==> src/rtl/pll_reset_sequencer.sv <==
// pll_reset_sequencer: turns the raw PLL lock into a clean system reset.
// Ports: clock/reset (sync, active-high), pll_locked (async raw lock),
//   clear_lost (pulse), sys_reset/ready (registered, complementary),
//   lost_sticky, lock_loss_count (saturating), state (debug encoding).
module pll_reset_sequencer #(
   parameter int LOCK_STABLE_CYCLES = 4096,
   parameter int RESET_HOLD_CYCLES  = 16,
   parameter int COUNT_W            = 8
) (
   input  logic               clock,
   input  logic               reset,
   input  logic               pll_locked,
   input  logic               clear_lost,
   output logic               sys_reset,
   output logic               ready,
   output logic               lost_sticky,
   output logic [COUNT_W-1:0] lock_loss_count,
   output logic [2:0]         state
);

   localparam int MAX_C = (LOCK_STABLE_CYCLES > RESET_HOLD_CYCLES) ?
                          LOCK_STABLE_CYCLES : RESET_HOLD_CYCLES;
   localparam int CNT_W = (MAX_C > 1) ? $clog2(MAX_C) : 1;

   localparam logic [CNT_W-1:0] STABLE_LAST = CNT_W'(LOCK_STABLE_CYCLES - 1);
   localparam logic [CNT_W-1:0] HOLD_LAST   = CNT_W'(RESET_HOLD_CYCLES - 1);

   typedef enum logic [2:0] {
      WAIT_LOCK = 3'd0,
      STABLE    = 3'd1,
      HOLD      = 3'd2,
      RUN       = 3'd3,
      LOST      = 3'd4
   } state_e;

   state_e             state_q, state_d;
   logic [CNT_W-1:0]   cnt_q, cnt_d;
   logic               sync1_q, sync1_d;
   logic               sync2_q, sync2_d;
   logic               sys_reset_q, sys_reset_d;
   logic               ready_q, ready_d;
   logic               sticky_q, sticky_d;
   logic [COUNT_W-1:0] count_q, count_d;
   logic               locked_s;

   assign locked_s = sync2_q;

   always_comb begin
      sync1_d  = pll_locked;
      sync2_d  = sync1_q;
      state_d  = state_q;
      cnt_d    = cnt_q;
      sticky_d = sticky_q;
      count_d  = count_q;

      if (clear_lost) begin
         sticky_d = 1'b0;
         count_d  = '0;
      end

      case (state_q)
         WAIT_LOCK: begin
            cnt_d = '0;
            if (locked_s) state_d = STABLE;
         end
         STABLE: begin
            if (!locked_s) begin
               state_d = WAIT_LOCK;
               cnt_d   = '0;
            end else if (cnt_q == STABLE_LAST) begin
               state_d = HOLD;
               cnt_d   = '0;
            end else begin
               cnt_d = cnt_q + CNT_W'(1);
            end
         end
         HOLD: begin
            if (!locked_s) begin
               state_d = WAIT_LOCK;
               cnt_d   = '0;
            end else if (cnt_q == HOLD_LAST) begin
               state_d = RUN;
               cnt_d   = '0;
            end else begin
               cnt_d = cnt_q + CNT_W'(1);
            end
         end
         RUN: begin
            // A loss overrides a simultaneous clear_lost
            if (!locked_s) begin
               state_d  = LOST;
               sticky_d = 1'b1;
               if (clear_lost)
                  count_d = COUNT_W'(1);
               else if (count_q != '1)
                  count_d = count_q + COUNT_W'(1);
            end
         end
         LOST: begin
            state_d = WAIT_LOCK;
            cnt_d   = '0;
         end
         default: begin
            state_d = WAIT_LOCK;
            cnt_d   = '0;
         end
      endcase

      // Registered from next state so outputs change with the state
      sys_reset_d = (state_d != RUN);
      ready_d     = (state_d == RUN);
   end

   always_ff @(posedge clock) begin
      if (reset) begin
         sync1_q     <= 1'b0;
         sync2_q     <= 1'b0;
         state_q     <= WAIT_LOCK;
         cnt_q       <= '0;
         sys_reset_q <= 1'b1;
         ready_q     <= 1'b0;
         sticky_q    <= 1'b0;
         count_q     <= '0;
      end else begin
         sync1_q     <= sync1_d;
         sync2_q     <= sync2_d;
         state_q     <= state_d;
         cnt_q       <= cnt_d;
         sys_reset_q <= sys_reset_d;
         ready_q     <= ready_d;
         sticky_q    <= sticky_d;
         count_q     <= count_d;
      end
   end

   assign sys_reset       = sys_reset_q;
   assign ready           = ready_q;
   assign lost_sticky     = sticky_q;
   assign lock_loss_count = count_q;
   assign state           = state_q;

endmodule

==> config.mk <==
export PLATFORM = sky130hd
export DESIGN_NAME = pll_reset_sequencer
export DESIGN_NICKNAME = d
export VERILOG_FILES = /design/src/rtl/pll_reset_sequencer.sv
export SDC_FILE = /design/constraint.sdc
export NUM_CORES = 1
export LEC_CHECK = 0
export BUFFER_PORTS_ARGS = -buffer_cell sky130_fd_sc_hd__buf_2
export CAP_MARGIN = 5
export CORE_UTILIZATION = 28
export CTS_BUF_LIST = sky130_fd_sc_hd__clkbuf_8
export DETAILED_ROUTE_END_ITERATION = 10
export HOLD_SLACK_MARGIN = 0.12
export PLACE_DENSITY = 0.56
export REMOVE_ABC_BUFFERS = 1
export SKIP_CTS_REPAIR_TIMING = 1
export SLEW_MARGIN = 10
export SYNTH_ARGS = -nofsm -noshare
export SYNTH_HDL_FRONTEND = slang
export SYNTH_SLANG_ARGS = --single-unit
export TNS_END_PERCENT = 100
==> constraint.sdc <==
create_clock -name clock -period 4.35 [get_ports clock]
set_input_delay 0.435 -clock clock [delete_from_list [all_inputs] [get_ports clock]]
set_output_delay 0.435 -clock clock [all_outputs]
set_load 0.1 [all_outputs]
### Word-level counts from Yosys, hierarchy flattened

Index checks and enable logic that the tools add are counted.

* flip-flop bits (word level): 28
* input bits: 4
* output and inout port bits: 14
* word-level logic and storage cells: 39

* $add $sub $neg: 2
* equal/unequal tests: 8
* multiplexer cells: 20
* reductions and logical operators: 1

Operator list (number)
* two-way mux 12 bit: 4
* two-way mux 8 bit: 5
* case mux 12 bit (3 select lines): 1
* two-way mux 3 bit: 6
* adder 12 x 1 -> 12 bit (second input constant): 1
* equality test 12 bit (second input constant): 1
* equality test 12 x 4 -> 1 bit (second input constant): 1
* case mux 3 bit (4 select lines): 1
* equality test 3 x 2 -> 1 bit (second input constant): 3
* adder 8 x 1 -> 8 bit (second input constant): 1
* inequality test 8 bit (second input constant): 1
* equality test 3 x 1 -> 1 bit (second input constant): 1
* logical NOT 3 bit: 1
* two-way mux 1 bit: 3
* inequality test 3 x 2 -> 1 bit (second input constant): 1

### Logic depth before layout (Yosys ltp)

* depth in word-level cells: 5
* mapped depth: 8
* gate-level depth less buffers: 6

### Least setup slack after synthesis

No wires, ideal clock.

* path type: register to register
* from: register state_q[1], in the netlist state[1]
* to: register count_q[4], in the netlist lock_loss_count[4]
* setup time: 0.067 ns
* arrival: 2.243 ns
* required time: 4.283 ns
* setup slack: 2.040 ns
* cell stages (with the launch flop): 6
* path buffers: 0
* period minus slack after synthesis: 2.310 ns
* cell sequence: dfxtp_1 > nand3b_1 > a311oi_2 > nand4_1 > xor2_1 > nor2_1

* word-level cells in the longest chain between the ends: 2

RTL lines
* from (decl): line 36 `state_e state_q, state_d;`
* from (signal assigned): line 127 `state_q <= state_d;`
* equality test 3 x 2 -> 1 bit: line 61 `case (state_q)`
* two-way mux 8 bit: line 61
* to (signal assigned): line 132 `count_q <= count_d;`
* to (decl): line 43 `logic [COUNT_W-1:0] count_q, count_d;`

Every way passes these cells.
A chain may end at the register's enable or synchronous reset.

### Worst setup path in the final report

* from: register cnt_q[0]
* to: register cnt_q[7]

* word-level cells in the longest chain between the ends: 4
* elaborated cells between the ends (all ways): 8
* classes of those cells: add/sub (1); eq/ne (2); mux (5)

RTL lines
* from (decl): line 37 `logic [CNT_W-1:0] cnt_q, cnt_d;`
* from (signal assigned): line 128 `cnt_q <= cnt_d;`
* adder 12 x 1 -> 12 bit (tied with other cells): line 74, 85
* two-way mux 12 bit, on equally long branches: line 81, 70
* two-way mux 12 bit, on equally long branches: line 78, 67
* case mux 12 bit (3 select lines) *: line 61

Every way passes the cells marked *; elsewhere a longest branch is shown, timed or not.

==> impl_metrics.yaml <==
status:
  status: "completed"
sta:
  tightest_slew_ns: 0.4923
  min_period_over_period_pct: 47.98
  period_minus_slack_ns: 2.087
  setup_violations: 0
  timing.setup.tns_ns: 0
  finalHoldViolCount: 0
  max_slew_margin_pct: 67.40
  fmax_mhz: 479.1
  worst_slack_ns: 2.263
  finClkSkew_ns: 0.002001
  timing.hold.ws_ns: 0.3687
  drv_slew: 0
  rsz0062_at_grt: "no"
global_routing:
  track_usage_pct: 11.59
  antenna_found_initial: 0
  grt_max_degree: 17
  grt_first_pass_wirelength_um: 4857
  grt_overflow: 0
  grt_pass1_vias: 1043
detailed_routing:
  wl_met1_um: 1549
  wire_per_inst_um: 11.98
  vias_per_cell: 4.975
  vias: 1204
  wl_met2_um: 1201
  dr.pass1.iters: 4
  drc_errors: 0
  drtIter0Drc: 186
  highest_layer: "met4"
  postRouteWirelength_um: 2899
  wl_met3_um: 100
  ant_nets: 0
placement:
  place_area_mm2: 0.001510
  dp_hpwl_um: 2030
  port_buffers: 17
  post-place-ws_ns: 2.354
  gp_congestion: 0.7364
finish:
  finish.instance_area_mm2: 0.001582
  final_cell_mix: "dfxtp_1 (28), nor2_1 (19), buf_2 (17)"
  final_common_cell: "dfxtp_1"
  layout-drive-gt1-share_pct: 17.71
  fillers: 496
  final_net_count: 182
  antenna_cells: 0
  area.growth.synth_to_final_pct: 14.91
  post-route-util_pct: 33.48
worst_hold_path:
  min_path_cells: 2
  hold_path_class: "in -> reg"
yosys:
  yosysSeqAreaShare_pct: 40.73
  yosys_register_bits: 28
  synth_async_sr_flop_share_pct: 0
  synth_mux_area_share_pct: 0.7273
  yosysUniqueCellTypes: 44
  synth_top_family_by_area: "simple AND/OR/NAND/NOR gates"
  syn-cell-area_mm2: 0.001376
  synth_ff_type: "dfxtp_1"
  synth_xor_area_share_pct: 2.545
  synth-compound-area-share_pct: 18.18
  syn_area_per_cell_um2: 8.656
  syn_inst: 159
  synthAdderAreaFrac_pct: 1.818
  yosys.area_share.simple_pct: 32.36
  yosysWarnings: 0
  synth-edff-count: 0
die:
  rows: 25
  io_pins: 18
  core_area_mm2: 0.004723
  die_area_mm2: 0.005200
  start_util_pct: 29.14
  die-height_um: 72.11
  die_x_um: 72.11
clock_network:
  numClockSinks: 28
  cts_max_path_buffers: 2
  clkTransAtPathRegs_ns: 0.10
  cts_tree: "yes"
  cts_max_level: 1
  insertion_delay_ns: 0.28
  cts_buffers: 3
  cts-root-buf: "clkbuf_8"
worst_setup_path:
  end_kind: "flop"
  worstPathArrival_ns: 2.27
  path_class: "reg -> reg"
  worstSetupStartpointType: "flop"
  r2r_cells: 6
  required_ns: 4.53
  crit_path_max_fanout: 12
flow_run:
  drv_cap: 0
power_and_ir_drop:
  p_leak_uw: 0.0006074
  p_per_area_mw_per_mm2: 302.4
  ir_drop_v: 0.0001074
-- sequential cells by signal, summed over array words and instances (netlist names) --
name             flops
state                3
sync1_q              1
sys_reset            1
ready                1
lock_loss_count      8
locked_s             1
cnt_q               12
lost_sticky          1
-- through the flow --
stage,cells,power (uW)
global route,242,492.3
floorplan,154,270.5
CTS,242,482.1
detailed placement,238,275.7
finish,242,478.3
global placement,238,275.6
-- critical path, cell delays in order (launching register included) --
cell and delay, ns:
dfxtp_1 0.41, ha_1 0.23, nand3_1 0.15, o41ai_2 0.46, a21o_1 0.39, o21ai_0 0.16
a21o_1 0.19
-- final timing paths --
path,startpoint,to,slack (ns)
max,cnt_q[0],cnt_q[7],2.26
min,pll_locked,sync1_q,0.37
max reg2reg,cnt_q[0],cnt_q[7],2.26
min reg2reg,sync1_q,locked_s,0.45
-- synthesized netlist by cell type (3+ instances only) --
library cell  number  area, um^2
a21o_1             6       45.04
a31oi_1            6       37.54
and3_1             4       25.02
dfxtp_1           28       560.5
inv_1              4       15.01
nand2_1           12       45.04
nand2b_1           3       18.77
nand3_1           14       70.07
nand4_1            3       18.77
nor2_1            19       71.32
nor3_1             4       20.02
nor3b_1            4       30.03
o21ai_0            5       25.02
xor2_1             4       35.03
-- cell type report --
| cell class | instances | area, um^2 | area share, % |
|---|---|---|---|
| Inverter | 4 | 15.01 | 0.9494 |
| Clock inverter | 1 | 30.03 | 1.899 |
| Timing Repair Buffer | 17 | 85.08 | 5.380 |
| Sequential cell | 28 | 560.5 | 35.44 |
| Tap cell | 67 | 83.83 | 5.301 |
| Multi-Input combinational cell | 122 | 765.7 | 48.42 |
| Clock buffer | 3 | 41.29 | 2.611 |
-- report_power, final --
| part | switching (uW) | total [uW] | internal, uW |
|---|---|---|---|
| Combinational | 7.64 | 11.1 | 3.41 |
| Clock | 85.2 | 209 | 123 |
| Sequential | 1.36 | 259 | 257 |
-- cells by family after synthesis --
group	after synthesis
compound gates	33
xor+xnor	4
mux	1
fa+ha+maj	2
buf+inv	9
flops	28
simple gates	82
-- per-layer routing --
layer,GRT usage [%],up-vias
met1,17.60,554
met4,5.664,0
li1,-,617
met3,1.250,4
met5,0,-
met2,15.99,29
Power figures use the tool's default switching activity.
